**config.mk**
```make
export PLATFORM = sky130hd
export DESIGN_NAME = spi_wb_master
export DESIGN_NICKNAME = d
export VERILOG_FILES = /design/src/rtl/spi_wb_master.sv
export SDC_FILE = /design/constraint.sdc
export NUM_CORES = 1
export LEC_CHECK = 0
export CORE_ASPECT_RATIO = 0.75
export CORE_MARGIN = 2
export CORE_UTILIZATION = 54
export DETAILED_ROUTE_END_ITERATION = 12
export GPL_TIMING_DRIVEN = 0
export PLACE_DENSITY = 0.86
export SYNTH_ARGS = -nofsm -noshare
export SYNTH_HDL_FRONTEND = slang
export SYNTH_SLANG_ARGS = --single-unit
```
**constraint.sdc**
```tcl
create_clock -name clk -period 2.4 [get_ports clk]
set_clock_uncertainty 0.05 [all_clocks]
set_input_delay 0.24 -clock clk [delete_from_list [all_inputs] [get_ports clk]]
set_output_delay 0.24 -clock clk [all_outputs]
set_load 0.05 [all_outputs]
```
**src/rtl/spi_wb_master.sv**
```systemverilog
`timescale 1ns/1ps
// spi_wb_master
// SPI (mode 0) slave front end that turns each chip-select frame into exactly
// one wishbone read or write on the register bus.
//   clk, rst_n          : system clock, asynchronous active-low reset
//   spi_sclk/cs_n/mosi  : SPI inputs, asynchronous to clk (synchronised here)
//   spi_miso            : read data back to the host, MSB first
//   wb_*                : wishbone master (7-bit address, 32-bit data)
//   busy                : high while a wishbone cycle is outstanding
// Frame: byte0 = {W, A[6:0]}; write = 4 data bytes; read = 1 dummy byte
// followed by 4 response bytes on MISO.
module spi_wb_master #(
    parameter int SYNC_STAGES = 2,
    parameter int ADDR_W      = 7,
    parameter int DATA_W      = 32
) (
    input  logic              clk,
    input  logic              rst_n,
    input  logic              spi_sclk,
    input  logic              spi_cs_n,
    input  logic              spi_mosi,
    output logic              spi_miso,
    output logic              wb_stb_o,
    output logic              wb_cyc_o,
    output logic              wb_we_o,
    output logic [ADDR_W-1:0] wb_adr_o,
    output logic [DATA_W-1:0] wb_dat_o,
    input  logic [DATA_W-1:0] wb_dat_i,
    input  logic              wb_ack_i,
    output logic              busy
);

    typedef enum logic [2:0] {IDLE, CMD, WDATA, WBUSY, RWAIT, RDATA, DONE} state_t;

    // ---------------- input synchronisers and edge detection ----------------
    logic [SYNC_STAGES-1:0] sclk_sync_reg, cs_sync_reg, mosi_sync_reg;
    logic sclk_prev_reg, cs_prev_reg;
    logic sclk_s, cs_s, mosi_s;
    logic sclk_rise, sclk_fall, cs_fall, cs_rise;

    assign sclk_s = sclk_sync_reg[SYNC_STAGES-1];
    assign cs_s   = cs_sync_reg[SYNC_STAGES-1];
    assign mosi_s = mosi_sync_reg[SYNC_STAGES-1];

    // cs_n chain resets to the inactive level so reset release never looks
    // like the start of a frame by itself.
    always_ff @(posedge clk or negedge rst_n) begin
        if (!rst_n) begin
            sclk_sync_reg <= '0;
            cs_sync_reg   <= '1;
            mosi_sync_reg <= '0;
            sclk_prev_reg <= 1'b0;
            cs_prev_reg   <= 1'b1;
        end else begin
            sclk_sync_reg <= {sclk_sync_reg[SYNC_STAGES-2:0], spi_sclk};
            cs_sync_reg   <= {cs_sync_reg[SYNC_STAGES-2:0], spi_cs_n};
            mosi_sync_reg <= {mosi_sync_reg[SYNC_STAGES-2:0], spi_mosi};
            sclk_prev_reg <= sclk_s;
            cs_prev_reg   <= cs_s;
        end
    end

    assign sclk_rise = sclk_s & ~sclk_prev_reg;
    assign sclk_fall = ~sclk_s & sclk_prev_reg;
    assign cs_fall   = ~cs_s & cs_prev_reg;
    assign cs_rise   = cs_s & ~cs_prev_reg;

    // ---------------- state and datapath registers ----------------
    state_t             state_reg, state_next;
    logic [5:0]         bit_cnt_reg, bit_cnt_next;     // rising edges in frame, saturating
    logic [DATA_W-2:0]  shift_reg, shift_next;         // MOSI history (newest bit is mosi_s)
    logic [DATA_W-1:0]  rd_shift_reg, rd_shift_next;   // MISO response shifter
    logic               rd_got_reg, rd_got_next;       // read ack arrived in time
    logic               miso_reg, miso_next;
    logic               cyc_reg, cyc_next;
    logic               we_reg, we_next;
    logic [ADDR_W-1:0]  adr_reg, adr_next;
    logic [DATA_W-1:0]  dat_reg, dat_next;

    always_ff @(posedge clk or negedge rst_n) begin
        if (!rst_n) begin
            state_reg    <= IDLE;
            bit_cnt_reg  <= '0;
            shift_reg    <= '0;
            rd_shift_reg <= '0;
            rd_got_reg   <= 1'b0;
            miso_reg     <= 1'b0;
            cyc_reg      <= 1'b0;
            we_reg       <= 1'b0;
            adr_reg      <= '0;
            dat_reg      <= '0;
        end else begin
            state_reg    <= state_next;
            bit_cnt_reg  <= bit_cnt_next;
            shift_reg    <= shift_next;
            rd_shift_reg <= rd_shift_next;
            rd_got_reg   <= rd_got_next;
            miso_reg     <= miso_next;
            cyc_reg      <= cyc_next;
            we_reg       <= we_next;
            adr_reg      <= adr_next;
            dat_reg      <= dat_next;
        end
    end

    always_comb begin
        state_next    = state_reg;
        bit_cnt_next  = bit_cnt_reg;
        shift_next    = shift_reg;
        rd_shift_next = rd_shift_reg;
        rd_got_next   = rd_got_reg;
        miso_next     = miso_reg;
        cyc_next      = cyc_reg;
        we_next       = we_reg;
        adr_next      = adr_reg;
        dat_next      = dat_reg;

        // The bus cycle lives independently of the SPI side: once raised it
        // is only dropped by ack (or reset), even if the frame is aborted.
        // Read data is only kept if it arrives before MISO needs bit 31.
        if (cyc_reg && wb_ack_i) begin
            cyc_next = 1'b0;
            if (!we_reg && state_reg == RWAIT) begin
                rd_shift_next = wb_dat_i;
                rd_got_next   = 1'b1;
            end
        end

        if (sclk_rise && (state_reg == CMD || state_reg == WDATA || state_reg == RWAIT ||
                          state_reg == RDATA) && bit_cnt_reg != 6'h3F)
            bit_cnt_next = bit_cnt_reg + 6'd1;

        if (sclk_rise && (state_reg == CMD || state_reg == WDATA))
            shift_next = {shift_reg[DATA_W-3:0], mosi_s};

        case (state_reg)
            IDLE: begin
                if (cs_fall) begin
                    bit_cnt_next = '0;
                    shift_next   = '0;
                    rd_got_next  = 1'b0;
                    // A frame that starts while the previous cycle is still
                    // outstanding is swallowed whole.
                    state_next   = cyc_reg ? DONE : CMD;
                end
            end
            CMD: begin
                if (sclk_rise && bit_cnt_reg == 6'd7) begin
                    we_next  = shift_reg[6];
                    adr_next = {shift_reg[5:0], mosi_s};
                    if (shift_reg[6]) begin
                        state_next = WDATA;
                    end else begin
                        cyc_next   = 1'b1;
                        state_next = RWAIT;
                    end
                end
            end
            WDATA: begin
                if (sclk_rise && bit_cnt_reg == 6'd39) begin
                    dat_next   = {shift_reg, mosi_s};
                    cyc_next   = 1'b1;
                    state_next = WBUSY;
                end
            end
            WBUSY: begin
                if (cyc_reg && wb_ack_i)
                    state_next = DONE;
            end
            RWAIT: begin
                // Last falling edge of the dummy byte: bit 31 must go out now.
                if (sclk_fall && bit_cnt_reg == 6'd16) begin
                    state_next = RDATA;
                    if (rd_got_reg) begin
                        miso_next = rd_shift_reg[DATA_W-1];
                    end else if (cyc_reg && wb_ack_i) begin
                        miso_next = wb_dat_i[DATA_W-1];
                    end else begin
                        rd_shift_next = '1;
                        miso_next     = 1'b1;
                    end
                end
            end
            RDATA: begin
                if (sclk_fall) begin
                    if (bit_cnt_reg >= 6'd48) begin
                        state_next = DONE;
                        miso_next  = 1'b0;
                    end else begin
                        miso_next     = rd_shift_reg[DATA_W-2];
                        rd_shift_next = {rd_shift_reg[DATA_W-2:0], 1'b0};
                    end
                end
            end
            DONE: begin
                miso_next = 1'b0;
            end
            default: state_next = IDLE;
        endcase

        if (cs_rise) begin
            state_next = IDLE;
            miso_next  = 1'b0;
        end
    end

    assign spi_miso = (state_reg == RDATA) & miso_reg;
    assign wb_stb_o = cyc_reg;
    assign wb_cyc_o = cyc_reg;
    assign busy     = cyc_reg;
    assign wb_we_o  = we_reg;
    assign wb_adr_o = adr_reg;
    assign wb_dat_o = dat_reg;

endmodule

```
==> results of run 1 <==
[routing by layer]
layer | up-vias | track usage, % | part of all wire [%]
li1 | 1888 | - | -
met1 | 2027 | 31.6 | 43
met2 | 140 | 37.7 | 50
met3 | 28 | 5.04 | 4.6
met4 | 0 | 11.8 | 2.4
met5 | - | 0 | 0
[metrics by stage]
stage	area, µm²	TNS [ns]
global placement	6510	-428.84
global route	7240	-0.0733
CTS	7170	0
detailed placement	6540	0
finish	7240	0
floorplan	5540	0
[cells by family (layout without fill, tap and decap cells)]
kind of cell / Yosys count / after routing
adders and majority gates: 4 / 4
xor gates and xnor gates: 6 / 6
AOI/OAI and AO/OA: 51 / 51
and+or+nand+nor: 153 / 153
buffers and inverters: 42 / 161
muxes: 107 / 107
DFF: 123 / 123
[repair_timing]
action / in CTS / in global routing
resized for setup: 1 / 9
buffers inserted: 0 / 4
hold buffers: 1 / 0
hold endpoints to repair: 33 / 0
setup endpoints to repair: 1 / 58
pin swaps: 0 / 4
[power groups by stage]
stage                     Combinational, mW  Clock (mW)  Sequential (mW)
final                                  1.35        2.65             2.55
after global routing                   1.48        2.78             2.58
after CTS                              1.25        2.67             2.55
after detailed placement               1.22           0             2.57
after global placement                 1.15           0             2.55
after floorplan                       0.901           0             2.51
[worst paths after layout]
path / from / endpoint / slack [ns] / cells past startpoint
worst min register to register: sclk_sync_reg[0] / sclk_sync_reg[1] / 0.30 / 0
worst max register to register: bit_cnt_reg[0] / state_reg[1] / 0.05 / 6
worst min-delay path: spi_cs_n / cs_sync_reg[0] / 0.20 / 1
worst max-delay path: bit_cnt_reg[0] / state_reg[1] / 0.05 / 6
min in group asynchronous: rst_n / shift_reg[22] / 0.24 / 2
max in group asynchronous: rst_n / cs_prev_reg / 1.31 / 3
[area by class of cell]
cell class | count | area [µm²]
inverter | 7 | 26.3
sequential | 123 | 3080
buffer | 35 | 183
multi-input combinational | 321 | 2280
tap | 132 | 165
fill | 639 | 2580
clock inverter | 10 | 139
clock buffer | 22 | 484
timing repair buffer | 87 | 878
[cell usage in the layout, fill, tap and decap left out, types with 3 or more instances in the layout]
master / synthesis / routed
nand4_1: 5 / 5
clkbuf_1: 18 / 18
xnor2_1: 5 / 5
inv_1: 7 / 7
a21oi_1: 37 / 37
buf_1: 4 / 3
nor2b_1: 3 / 3
nand2_1: 103 / 103
dfstp_2: 3 / 3
mux2_1: 21 / 19
nor2_1: 16 / 16
buf_2: 6 / 6
clkbuf_8: 0 / 4
clkdlybuf4s50_1: 0 / 79
o21ai_0: 5 / 5
mux2_2: 53 / 53
nor3_1: 4 / 3
ha_1: 4 / 3
buf_4: 3 / 7
clkbuf_16: 0 / 17
clkinvlp_4: 0 / 4
mux2i_1: 33 / 33
dfrtp_1: 120 / 120
buf_6: 4 / 5
bufinv_16: 0 / 3
[critical path, cell delays in order, from the launching register on]
cell and delay (ns):
dfrtp_1 0.41, ha_2 0.23, nand4b_1 0.12, or4b_1 0.48, a22o_1 0.24, a221oi_4 0.36, mux2_4 0.34
==> flow_metrics.tcl, run 1 <==
set metrics [dict create \
    place_ws_ns 0.0612 \
    crit_path_max_fanout 4 \
    combPwrFrac_pct 20.5 \
    ys_seq_area_share_pct 55.6 \
    ys_ff_latch 123 \
    synth_xor_area_share_pct 0.949 \
    power_density_nw_per_um2 905 \
    io_pins 82 \
    crit_type "reg -> reg" \
    yosysTopAreaCell "dfrtp_1" \
    synth-edff-count 0 \
    final_core_util_pct 73.7 \
    clock_sinks 123 \
    clock.fmax_mhz 426 \
    hp-class "in -> reg" \
    internal_power_mw 4.70 \
    htreeDepth 4 \
    n_antenna_cell 0 \
    crit_arrival_ns 2.59 \
    grt_pass1_wl_um 20500 \
    synth_top_family_by_area "multiplexers" \
    muxShareOfSynthArea_pct 21.0 \
    fin_nets 634 \
    wirelength_um 12900 \
    fin_ws_ns 0.0513 \
    grt_pass1_vias 4130 \
    yosys-top-cells-area "dfrtp_1, mux2_2, nand2_1" \
    drc 0 \
    vias 4083 \
    finalSetupViolCount 0 \
    synth_most_common_cell "dfrtp_1" \
    p_switching_mw 1.85 \
    worst_setup_path_start_kind "register" \
    initial_core_util_pct 56.4 \
    finalNonFillerCells 737 \
    numPortBuffers 81 \
    cp-end-kind "register" \
    clkSlewWorstSetupHoldPaths_ns 0.05 \
    pwr-share-seq_pct 39.0 \
    dr.pass1.iters 4 \
    clock-root-buffer "clkbuf_16" \
    ys_warn_count 0 \
    async_reset_ff_share_pct 100 \
    slew_violations 0 \
    coreArea_um2 9810 \
    drive_gt1_share_pct 19.3 \
    netlist_instances 486 \
    holdWs_ns 0.197 \
    clock_latency_ns 0.41 \
    synthSimpleGateAreaFrac_pct 12.5 \
    fp.dieW_um 121 \
    synth_area_um2 5540 \
    via_per_inst 5.54 \
    pwr-share-clk_pct 40.5 \
    first_iter_violations 291 \
    p_leak_nw 3.22 \
    synthFlopType "dfrtp_1" \
    required_ns 2.64 \
    die_area_um2 11100 \
    yosys.cell_types.count 44 \
    synth-adder-area-share_pct 0.904 \
    grtUsageTotal_pct 23.9 \
    cap_violations 0 \
    die_h_um 91.7 \
    p_total_mw 6.55 \
    syn_nets 528 \
    period_needed_ns 2.35 \
    switching_share_pct 28.2 \
    slew_headroom_pct 51.3 \
    cts_made_buffers 17 \
    routabilityCongestion 0.890 \
    row_count 31 \
    syn_to_final_growth_pct 30.7 \
    yosysTopAreaCellShare_pct 54.2 \
    ys_top_cells_by_count "dfrtp_1, nand2_1, mux2_2" \
    tightestPinTransition_ns 0.731 \
    status "completed" \
    grt-ovfl-total 0 \
    avgSynthCellArea_um2 11.4 \
    cts_tree "yes" \
    wl_per_cell_um 17.5 \
    clock_path_buffers 2 \
    hold_viol 0 \
    drtAntennaViolNets 0 \
    period_share_pct 97.9 \
    antenna_found_initial 0 \
    grt_max_degree 91 \
    synth_compound_area_share_pct 5.26 \
    vdd_ir_drop_max_uv 666 \
    post-dp-hpwl_um 8360 \
    placedCellCount 700 \
]
Power figures use the tool's default switching activity.
==> run 2, diff against run 1 <==
--- a/config.mk
+++ b/config.mk
@@ -11,6 +11,7 @@
 export DETAILED_ROUTE_END_ITERATION = 12
 export GPL_TIMING_DRIVEN = 0
 export PLACE_DENSITY = 0.86
+export SKIP_CTS_REPAIR_TIMING = 1
 export SYNTH_ARGS = -nofsm -noshare
 export SYNTH_HDL_FRONTEND = slang
 export SYNTH_SLANG_ARGS = --single-unit
==> run 2 against run 1 <==
Via count up 1.2%. Sequential share of layout area about the same. Utilization about the same. Routed wire length up 0.28%. Worst hold slack better by 0.0022 ns. Combinational power about the same. Clock power about the same. Sequential power about the same. Cell count unchanged.
==> flow_metrics.tcl, run 2 (synthesized netlist as in run 1, its figures left out) <==
set metrics [dict create \
    status "completed" \
    n_antenna_cell 0 \
    finalNonFillerCells 737 \
    finalSetupViolCount 0 \
    clock.fmax_mhz 425 \
    wl_per_cell_um 17.6 \
    vdd_ir_drop_max_uv 665 \
    critical_path.cell_chain "ha_2 > nand4b_1 > or4b_1 > a22o_1 > a221oi_4 > mux2_4" \
    clock_latency_ns 0.41 \
    cts_tree "yes" \
    clkSlewWorstSetupHoldPaths_ns 0.05 \
    first_iter_violations 294 \
    fin_nets 634 \
    numPortBuffers 81 \
    fin_ws_ns 0.0456 \
    reg2reg_slack_ns 0.05 \
    syn_to_final_growth_pct 30.8 \
    cp-end-kind "register" \
    drc 0 \
    place_ws_ns 0.0612 \
    crit_type "reg -> reg" \
    coreArea_um2 9810 \
    p_leak_nw 3.23 \
    crit_path_top_delay_cell "or4b_1" \
    htreeDepth 4 \
    die_area_um2 11100 \
    min_from "spi_cs_n" \
    placedCellCount 700 \
    crit_arrival_ns 2.59 \
    hold_viol 0 \
    hp-class "in -> reg" \
    cap_violations 0 \
    clock_path_buffers 2 \
    grtUsageTotal_pct 24.0 \
    worst_setup_path_start_kind "register" \
    grt_pass1_vias 4134 \
    startpoint "bit_cnt_reg[0]" \
    drive_gt1_share_pct 19.3 \
    fin_setup_tns_ns 0 \
    vias 4133 \
    reg2reg_from "bit_cnt_reg[0]" \
    die_h_um 91.7 \
    antenna_found_initial 0 \
    routabilityCongestion 0.890 \
    critPathTopFamily "simple AND/OR/NAND/NOR gates" \
    post-dp-hpwl_um 8360 \
    holdWs_ns 0.199 \
    slew_violations 0 \
    drtAntennaViolNets 0 \
    period_share_pct 98.1 \
    max_stage_delay_ns 0.48 \
    fp.dieW_um 121 \
    final_core_util_pct 73.8 \
    period_needed_ns 2.35 \
    clock-root-buffer "clkbuf_16" \
    tightestPinTransition_ns 0.730 \
    row_count 31 \
    grt_pass1_wl_um 20500 \
    required_ns 2.64 \
    crit_buf_inv 0 \
    grt-ovfl-total 0 \
    wirelength_um 13000 \
    final_cell_mix "dfrtp_1, nand2_1, clkdlybuf4s50_1, mux2_2, a21oi_1" \
    initial_core_util_pct 56.4 \
    crit_path_max_fanout 4 \
    grt_max_degree 91 \
    via_per_inst 5.61 \
    layout_commonest_cell "dfrtp_1" \
    slew_headroom_pct 51.3 \
    cts_made_buffers 17 \
    io_pins 82 \
    dr.pass1.iters 5 \
    clock_sinks 123 \
    power_density_nw_per_um2 905 \
]
run 2: cell count changes in the layout (fill, tap and decap cells not counted), sizes merged:
cell          previous run  this run
dlygate4sd2              1         0
dlymetal6s2s             0         1
run 2: layer usage:
layer	share of wire [%]	global-route usage, %
met5	0	0
met4	2.4	11.8
met3	5.2	5.04
met2	50	37.7
met1	43	31.6
run 2: layout make-up:
cell class,count,area (µm²)
Sequential cell,123,3080
Fill cell,637,2570
Multi-Input combinational cell,321,2280
Timing Repair Buffer,87,882
Clock buffer,22,484
Buffer,35,183
Tap cell,132,165
Clock inverter,10,139
Inverter,7,26.3
run 2: where the power goes:
| part | switching [mW] | total [mW] | internal [mW] | leakage [nW] |
|---|---|---|---|---|
| registers | 0.206 | 2.56 | 2.35 | 1.53 |
| logic | 0.734 | 1.35 | 0.617 | 1.40 |
| clock network | 0.909 | 2.65 | 1.74 | 0.294 |
| total | 1.85 | 6.56 | 4.71 | 3.23 |
run 2: metrics by stage:
step / total power [mW] / area, µm²
2_1_floorplan: 3.41 / 5540
3_3_place_gp: 3.69 / 6510
3_5_place_dp: 3.79 / 6540
4_1_cts: 6.46 / 7170
5_1_grt: 6.84 / 7240
6_report: 6.56 / 7240
run 2: worst paths after layout:
check                                         to  depth (start not counted)
worst min-delay path              cs_sync_reg[0]                          1
worst min register to register  sclk_sync_reg[1]                          0
worst max register to register      state_reg[1]                          6
max in group asynchronous         cs_sync_reg[0]                          3
worst max-delay path                state_reg[1]                          6
min in group asynchronous          shift_reg[22]                          2
